**config.mk**
```make
export PLATFORM = sky130hd
export DESIGN_NAME = pc_sequencer
export DESIGN_NICKNAME = d
export VERILOG_FILES = /design/src/rtl/pc_sequencer.sv
export SDC_FILE = /design/constraint.sdc
export NUM_CORES = 1
export LEC_CHECK = 0
export ABC_AREA = 1
export CAP_MARGIN = 30
export CORE_MARGIN = 3
export CORE_UTILIZATION = 35
export DETAILED_ROUTE_END_ITERATION = 10
export GPL_TIMING_DRIVEN = 0
export HOLD_SLACK_MARGIN = 0.08
export SLEW_MARGIN = 30
export SYNTH_ARGS = -nofsm -noshare
export SYNTH_HDL_FRONTEND = slang
export SYNTH_SLANG_ARGS = --single-unit
```
**constraint.sdc**
```tcl
create_clock -name clock -period 3.8 [get_ports clock]
set_input_delay 0.95 -clock clock [delete_from_list [all_inputs] [get_ports clock]]
set_output_delay 0.95 -clock clock [all_outputs]
set_load 0.1 [all_outputs]
```
**src/rtl/pc_sequencer.sv**
```systemverilog
// Two-phase (FETCH/EXEC) program-counter sequencer: it fetches an instruction word,
// steps the decoder micro-state, and updates the PC when the instruction retires.
module pc_sequencer #(
  parameter logic [63:0] RESET_PC = 64'h0
) (
  input  logic        clock,
  input  logic        reset,
  output logic        imem_req,
  output logic [63:0] imem_addr,
  input  logic        imem_ack,
  input  logic [31:0] imem_data,
  output logic [31:0] instruction,
  output logic [1:0]  state,
  input  logic [1:0]  nextState,
  input  logic [1:0]  Psel,
  input  logic        PCsel,
  input  logic [63:0] K,
  input  logic [63:0] reg_in,
  output logic [63:0] pc_plus4,
  output logic [31:0] instr_count,
  output logic        align_err
);

  localparam logic PH_FETCH = 1'b0;
  localparam logic PH_EXEC  = 1'b1;

  logic        phase_q, phase_d;
  logic [63:0] pc_q, pc_d;
  logic [31:0] ir_q, ir_d;
  logic [1:0]  state_q, state_d;
  logic [31:0] count_q, count_d;
  logic        aerr_q, aerr_d;

  logic [63:0] offset;
  logic [63:0] target;

  assign pc_plus4    = pc_q + 64'd4;
  assign imem_req    = (phase_q == PH_FETCH);
  assign imem_addr   = pc_q;
  assign instruction = ir_q;
  assign state       = state_q;
  assign instr_count = count_q;
  assign align_err   = aerr_q;

  // Retire target; offsets are word counts, so they are scaled by 4 before adding.
  always_comb begin
    offset = PCsel ? K : reg_in;
    case (Psel)
      2'b00:   target = pc_q;
      2'b01:   target = pc_plus4;
      2'b10:   target = reg_in;
      default: target = pc_plus4 + (offset << 2);
    endcase
  end

  always_comb begin
    phase_d = phase_q;
    pc_d    = pc_q;
    ir_d    = ir_q;
    state_d = state_q;
    count_d = count_q;
    aerr_d  = aerr_q;
    if (phase_q == PH_FETCH) begin
      if (imem_ack) begin
        ir_d    = imem_data;
        state_d = 2'b00;
        phase_d = PH_EXEC;
      end
    end else if (nextState != 2'b00) begin
      state_d = nextState;
    end else begin
      // A misaligned target is still taken, rounded down, and flagged until reset.
      pc_d    = {target[63:2], 2'b00};
      count_d = count_q + 32'd1;
      state_d = 2'b00;
      phase_d = PH_FETCH;
      if (target[1:0] != 2'b00) begin
        aerr_d = 1'b1;
      end
    end
  end

  always_ff @(posedge clock or negedge reset) begin
    if (!reset) begin
      phase_q <= PH_FETCH;
      pc_q    <= RESET_PC;
      ir_q    <= 32'h0;
      state_q <= 2'b00;
      count_q <= 32'h0;
      aerr_q  <= 1'b0;
    end else begin
      phase_q <= phase_d;
      pc_q    <= pc_d;
      ir_q    <= ir_d;
      state_q <= state_d;
      count_q <= count_d;
      aerr_q  <= aerr_d;
    end
  end

endmodule

```
== Word-level counts from Yosys, hierarchy flattened ==
Index checks and enable logic that the tools add are counted.

* Word-level logic and storage cells: 30
* Bits in registers: 130
* Bits of input ports: 168
* Output and inout port bits: 196

* Eq/ne operators: 2
* Bitwise operators: 3
* Add/sub/neg operators: 3
* Mux-type cells: 8
* Reductions and logical operators: 8

{| class="wikitable"
|+ Operators by type and width
! operator !! number
|-
| case mux 64 bit (3 select lines) || 1
|-
| adder 64 x 3 -> 64 bit, second input constant || 1
|-
| adder 64 bit || 1
|-
| 2-to-1 mux 62 bit || 1
|-
| adder 32 x 1 -> 32 bit, second input constant || 1
|-
| 2-to-1 mux 2 bit || 3
|-
| AND reduction 3 bit || 2
|-
| nonzero test 2 bit || 3
|-
| AND reduction 2 bit || 2
|-
| 2-to-1 mux 1 bit || 3
|-
| NOT 1 bit || 3
|-
| equality test 2 x 1 -> 1 bit, second input constant || 1
|-
| equality test 2 bit, second input constant || 1
|-
| zero test 2 bit || 1
|}

== Logic depth before layout (Yosys ltp) ==
* Word-level depth: 5
* Depth in mapped cells: 26
* Depth with buffers taken out: 26

== Worst setup path before layout ==
Ideal clock, no wire load.

* Path type: register to register
* Start: reg pc_q[2] (netlist: imem_addr[2])
* End: reg pc_q[34] (netlist: imem_addr[34])
* Arrival time: 6.198 ns
* Cell stages (with the launch flop): 23
* Period minus slack after synthesis: 6.319 ns
* Required time: 3.679 ns
* Setup slack: -2.519 ns
* Path buffers: 0
* Setup time: 0.121 ns
* Cell sequence: dfrtp_1 inv_1 nor3_4 nand2_2 nor2_4 nand2_4 nor2_4 nand2_4 nor2_1 inv_1 nor2_1 xor2_1 ha_1 a21oi_1 o21ai_0 a21oi_1 nor2_1 a211oi_1 nand2_1 or2_2 nand3_1 nand3_1 o21a_1

* Longest elaborated chain between the ends: 3

{| class="wikitable"
|+ RTL lines
! item !! RTL line !! RTL
|-
| start, declared || 28 || <nowiki>logic [63:0] pc_q, pc_d;</nowiki>
|-
| start signal, assigned || 93 || <nowiki>pc_q <= pc_d;</nowiki>
|-
| adder 64 x 3 -> 64 bit || 37 || <nowiki>assign pc_plus4 = pc_q + 64'd4;</nowiki>
|-
| via pc_plus4[2] || 19 || <nowiki>output logic [63:0] pc_plus4,</nowiki>
|-
| adder 64 bit || 52 || <nowiki>default: target = pc_plus4 + (offset << 2);</nowiki>
|-
| case mux 64 bit (3 select lines) || 48 || <nowiki>case (Psel)</nowiki>
|}

The timed path passes the listed nets, and every way through them passes these cells.
A chain may end at the register's enable or synchronous reset.

== Worst setup path after layout ==
* Start: reg pc_q[2] (netlist: imem_addr[2])
* End: reg pc_q[40] (netlist: imem_addr[40])

* Longest elaborated chain between the ends: 3

{| class="wikitable"
|+ RTL lines
! item !! RTL line
|-
| adder 64 x 3 -> 64 bit (*) || 37
|-
| adder 64 bit || 52
|-
| case mux 64 bit (3 select lines) (*) || 48
|}

Every way passes the cells marked *; elsewhere a longest branch is shown, timed or not.

==> results.py <==
metrics = {
    "outcome": {
        "status": "finished with violations",
        "violations": "negative setup slack",
    },
    "timing": {
        "worst_pin_slew_ns": 1.08,
        "hold_violations": 0,
        "timing.final.crit_period_ns": 4.24,
        "setup_viol": 50,
        "fin_setup_tns_ns": -12.06,
        "rsz0062_at_grt": "yes",
        "fmax_mhz": 236,
        "post-route-period-util_pct": 112,
        "setup_slack_ns": -0.443,
        "maxSlewViolCount": 0,
        "relSlewSlack_pct": 27.8,
        "fin_worst_skew_ns": 0.0134,
    },
    "logic_synthesis": {
        "synthMuxAreaShare_pct": 6.04,
        "yosysTopAreaCell": "dfrtp_1",
        "synthTopCellsByArea": "dfrtp_1 25%, nand2_1 12%, inv_1 7.5%",
        "synth.top_cell.area_share_pct": 25.3,
        "synth_xor_area_share_pct": 7.43,
        "ys_seq_area_share_pct": 25.3,
        "netlist_area_um2": 12800,
        "yosysUniqueCellTypes": 60,
        "synthSimpleGateAreaFrac_pct": 28.1,
        "synth_fa_ha_area_share_pct": 6.88,
        "ys_seq_elements": 130,
        "synthArstFlopShare_pct": 100,
        "synth_edf_count": 0,
        "yosys_warnings": 0,
        "synth_top_family_by_area": "simple AND/OR/NAND/NOR gates",
        "syn_area_per_cell_um2": 6.90,
        "synth_flop_cell": "dfrtp_1",
        "synth_compound_area_share_pct": 16.9,
        "netlist_instances": 1860,
    },
    "clocking": {
        "cts_tree": "built",
        "clockRootBuffer": "clkbuf_16",
        "clock_latency_ns": 0.45,
        "cts_made_buffers": 17,
        "cts_hold_buffers": 0,
        "clock_sinks": 130,
        "htreeDepth": 4,
        "cts_buffer_depth": 2,
        "clk_pin_slew_ns": 0.07,
    },
    "floorplan": {
        "start_util_pct": 35.8,
        "core_um2": 35800,
        "io_pins": 364,
        "dieArea_um2": 39000,
        "die_x_um": 197,
        "rows": 69,
        "fp.dieH_um": 197,
    },
    "critical_path": {
        "path_common_cell": "nand2_4",
        "max_stage_delay_ns": 0.45,
        "timing.rr.start": "imem_addr[2]",
        "crit_path_end_kind": "flop",
        "crit_fanout": 5,
        "critPathSlowestCell": "dfrtp_4",
        "critPathArrivalTime_ns": 4.54,
        "crit_start": "imem_addr[2]",
        "critical_path_class": "reg -> reg",
        "start_kind": "flop",
        "crit_required_ns": 4.10,
    },
    "drt": {
        "routed_wl_um": 68100,
        "vias": 15800,
        "drc_errors": 0,
        "avgViaCountPerCell": 5.58,
        "initialDrtViolationCount": 1731,
        "wl_met3_um": 6670,
        "highest_layer": "met5",
        "first_pass_iters": 7,
        "route.met2.wl_um": 30300,
        "final_antenna_net_count": 0,
        "wl_met1_um": 29200,
        "drt-wirelength-per-cell_um": 24.1,
    },
    "cells_and_area": {
        "multi_input_area_um2": 11000,
        "final_util_pct": 59.5,
        "final_area_um2": 21300,
        "synthToLayoutAreaGrowth_pct": 66.1,
        "seqCellArea_um2": 3280,
        "fin_nets": 2591,
        "fillers": 3287,
        "drive_gt1_share_pct": 31.6,
    },
    "grt": {
        "overflow": 0,
        "grt_usage_pct": 33.6,
        "grt_pass1_wl_um": 97900,
        "grt_pass1_vias": 15400,
        "antenna_found_initial": 2,
        "grt_max_degree": 69,
    },
    "placement": {
        "dpl_cell_area_um2": 17700,
        "place_ws_ns": -2.67,
        "port_buffers": 356,
        "hpwl_um": 53400,
        "gp_congestion": 0.986,
    },
    "pwr": {
        "ir_drop_uv": 594,
        "total_power_mw": 15.7,
        "cellPowerDensity_nw_per_um2": 739,
        "p_leak_nw": 9.35,
    },
    "worst_hold_path": {
        "hold_path.class": "in -> async",
    },
    "job": {
        "drv_cap": 0,
    },
}
[worst paths after layout]
kind / cells past startpoint / to / slack, ns
max in group asynchronous: 2 / imem_addr[52] / 2.55
worst min register to register: 1 / instr_count[31] / 0.48
worst max register to register: 26 / imem_addr[40] / -0.44
min in group clock: 1 / instr_count[31] / 0.48
worst max-delay path: 26 / imem_addr[40] / -0.44
worst min-delay path: 1 / imem_addr[12] / 0.47
[per-stage QoR]
| step | hold slack [ns] | cells |
|---|---|---|
| 3_3_place_gp | 0.460 | 2680 |
| 2_1_floorplan | 0.622 | 1863 |
| 6_report | 0.470 | 2827 |
| 4_1_cts | 0.480 | 2778 |
| 3_5_place_dp | 0.462 | 2681 |
| 5_1_grt | 0.491 | 2826 |
[synthesized netlist by cell type, types with 8 or more instances]
master	instances
ha_1	69
a211oi_1	8
o21bai_1	13
nand3_1	89
nand4_1	32
mux2_2	68
clkbuf_1	34
nor3_1	42
nand2_2	8
a221oi_1	9
dfrtp_1	130
nor2_1	159
a21oi_1	146
a32oi_1	21
a21o_1	10
inv_1	258
a21boi_1	9
xnor2_1	21
o21a_1	8
nand2_1	425
xor2_1	86
o21ai_0	96
[worst max-delay path, delay by kind of cell (launching register included)]
kind,cells,cell delay [ns]
AO/OA/AOI/OAI,6,0.79
XOR/XNOR,1,0.17
adder cells (fa/ha/maj),1,0.30
buffers and inverters,8,0.96
flip-flops,1,0.45
AND/OR/NAND/NOR,10,1.40
[kinds of logic (layout without fill, tap and decap cells)]
family | count (synthesis) | count (layout)
simple gates | 812 | 812
compound gates | 361 | 361
buf+inv | 309 | 811
flops | 130 | 130
xor+xnor | 108 | 108
fa+ha+maj | 70 | 70
mux | 69 | 69
other cells | 1 | 5
[area by class of cell]
| type | count | share of cell area, % |
|---|---|---|
| inverters | 262 | 4.86 |
| clock inverters | 14 | 0.493 |
| well taps | 461 | 2.71 |
| multi-input cells | 1424 | 51.4 |
| clock buffers | 17 | 2.00 |
| flip-flops and latches | 130 | 15.4 |
| repair buffers | 471 | 21.9 |
| plain buffers | 47 | 1.19 |
| diodes | 1 | 0.0117 |
[power by group]
group / internal (mW) / switching (mW)
Sequential: 1.73 / 0.477
Combinational: 3.50 / 8.45
Clock: 0.838 / 0.760
Total: 6.06 / 9.68
[layout by cell type, fill, tap and decap left out, types with 17 or more instances in the layout]
cell type        synthesis  layout
a21oi_1                146      92
a21oi_2                  0      44
a32oi_1                 21      21
buf_12                   0      23
buf_2                    4      23
buf_4                    4      90
buf_6                    2      38
clkbuf_1                34      23
clkbuf_16                0      18
clkdlybuf4s50_1          0     283
dfrtp_1                130     112
ha_1                    69      42
ha_4                     0      21
inv_1                  258     235
mux2_2                  68      68
nand2_1                425     350
nand2_2                  8      57
nand2_4                  5      28
nand3_1                 89      52
nand3_2                  5      31
nand4_1                 32      32
nor2_1                 159     109
nor2_2                   7      17
nor2_4                   6      46
nor3_1                  42      27
o21ai_0                 96      66
xnor2_1                 21      21
xor2_1                  86      38
xor2_2                   1      25
xor2_4                   0      24
[state kept, by name, summed over array words and instances (netlist names)]
| register | count |
|---|---|
| instr_count | 32 |
| state | 2 |
| imem_addr | 62 |
| phase_q | 1 |
| align_err | 1 |
| instruction | 32 |
[layer usage]
metal / global-route usage (%) / vias up
li1: - / 7170
met1: 47.1 / 7622
met2: 52.7 / 838
met3: 8.17 / 136
met4: 7.81 / 4
met5: 0 / -
[repair_timing]
action / in CTS / in global routing
cloned: 0 / 0
setup endpoints to repair: 120 / 89
gates resized for setup: 566 / 285
buffers inserted: 67 / 49
pin swaps: 97 / 102
(Power assumes the default switching activity.)
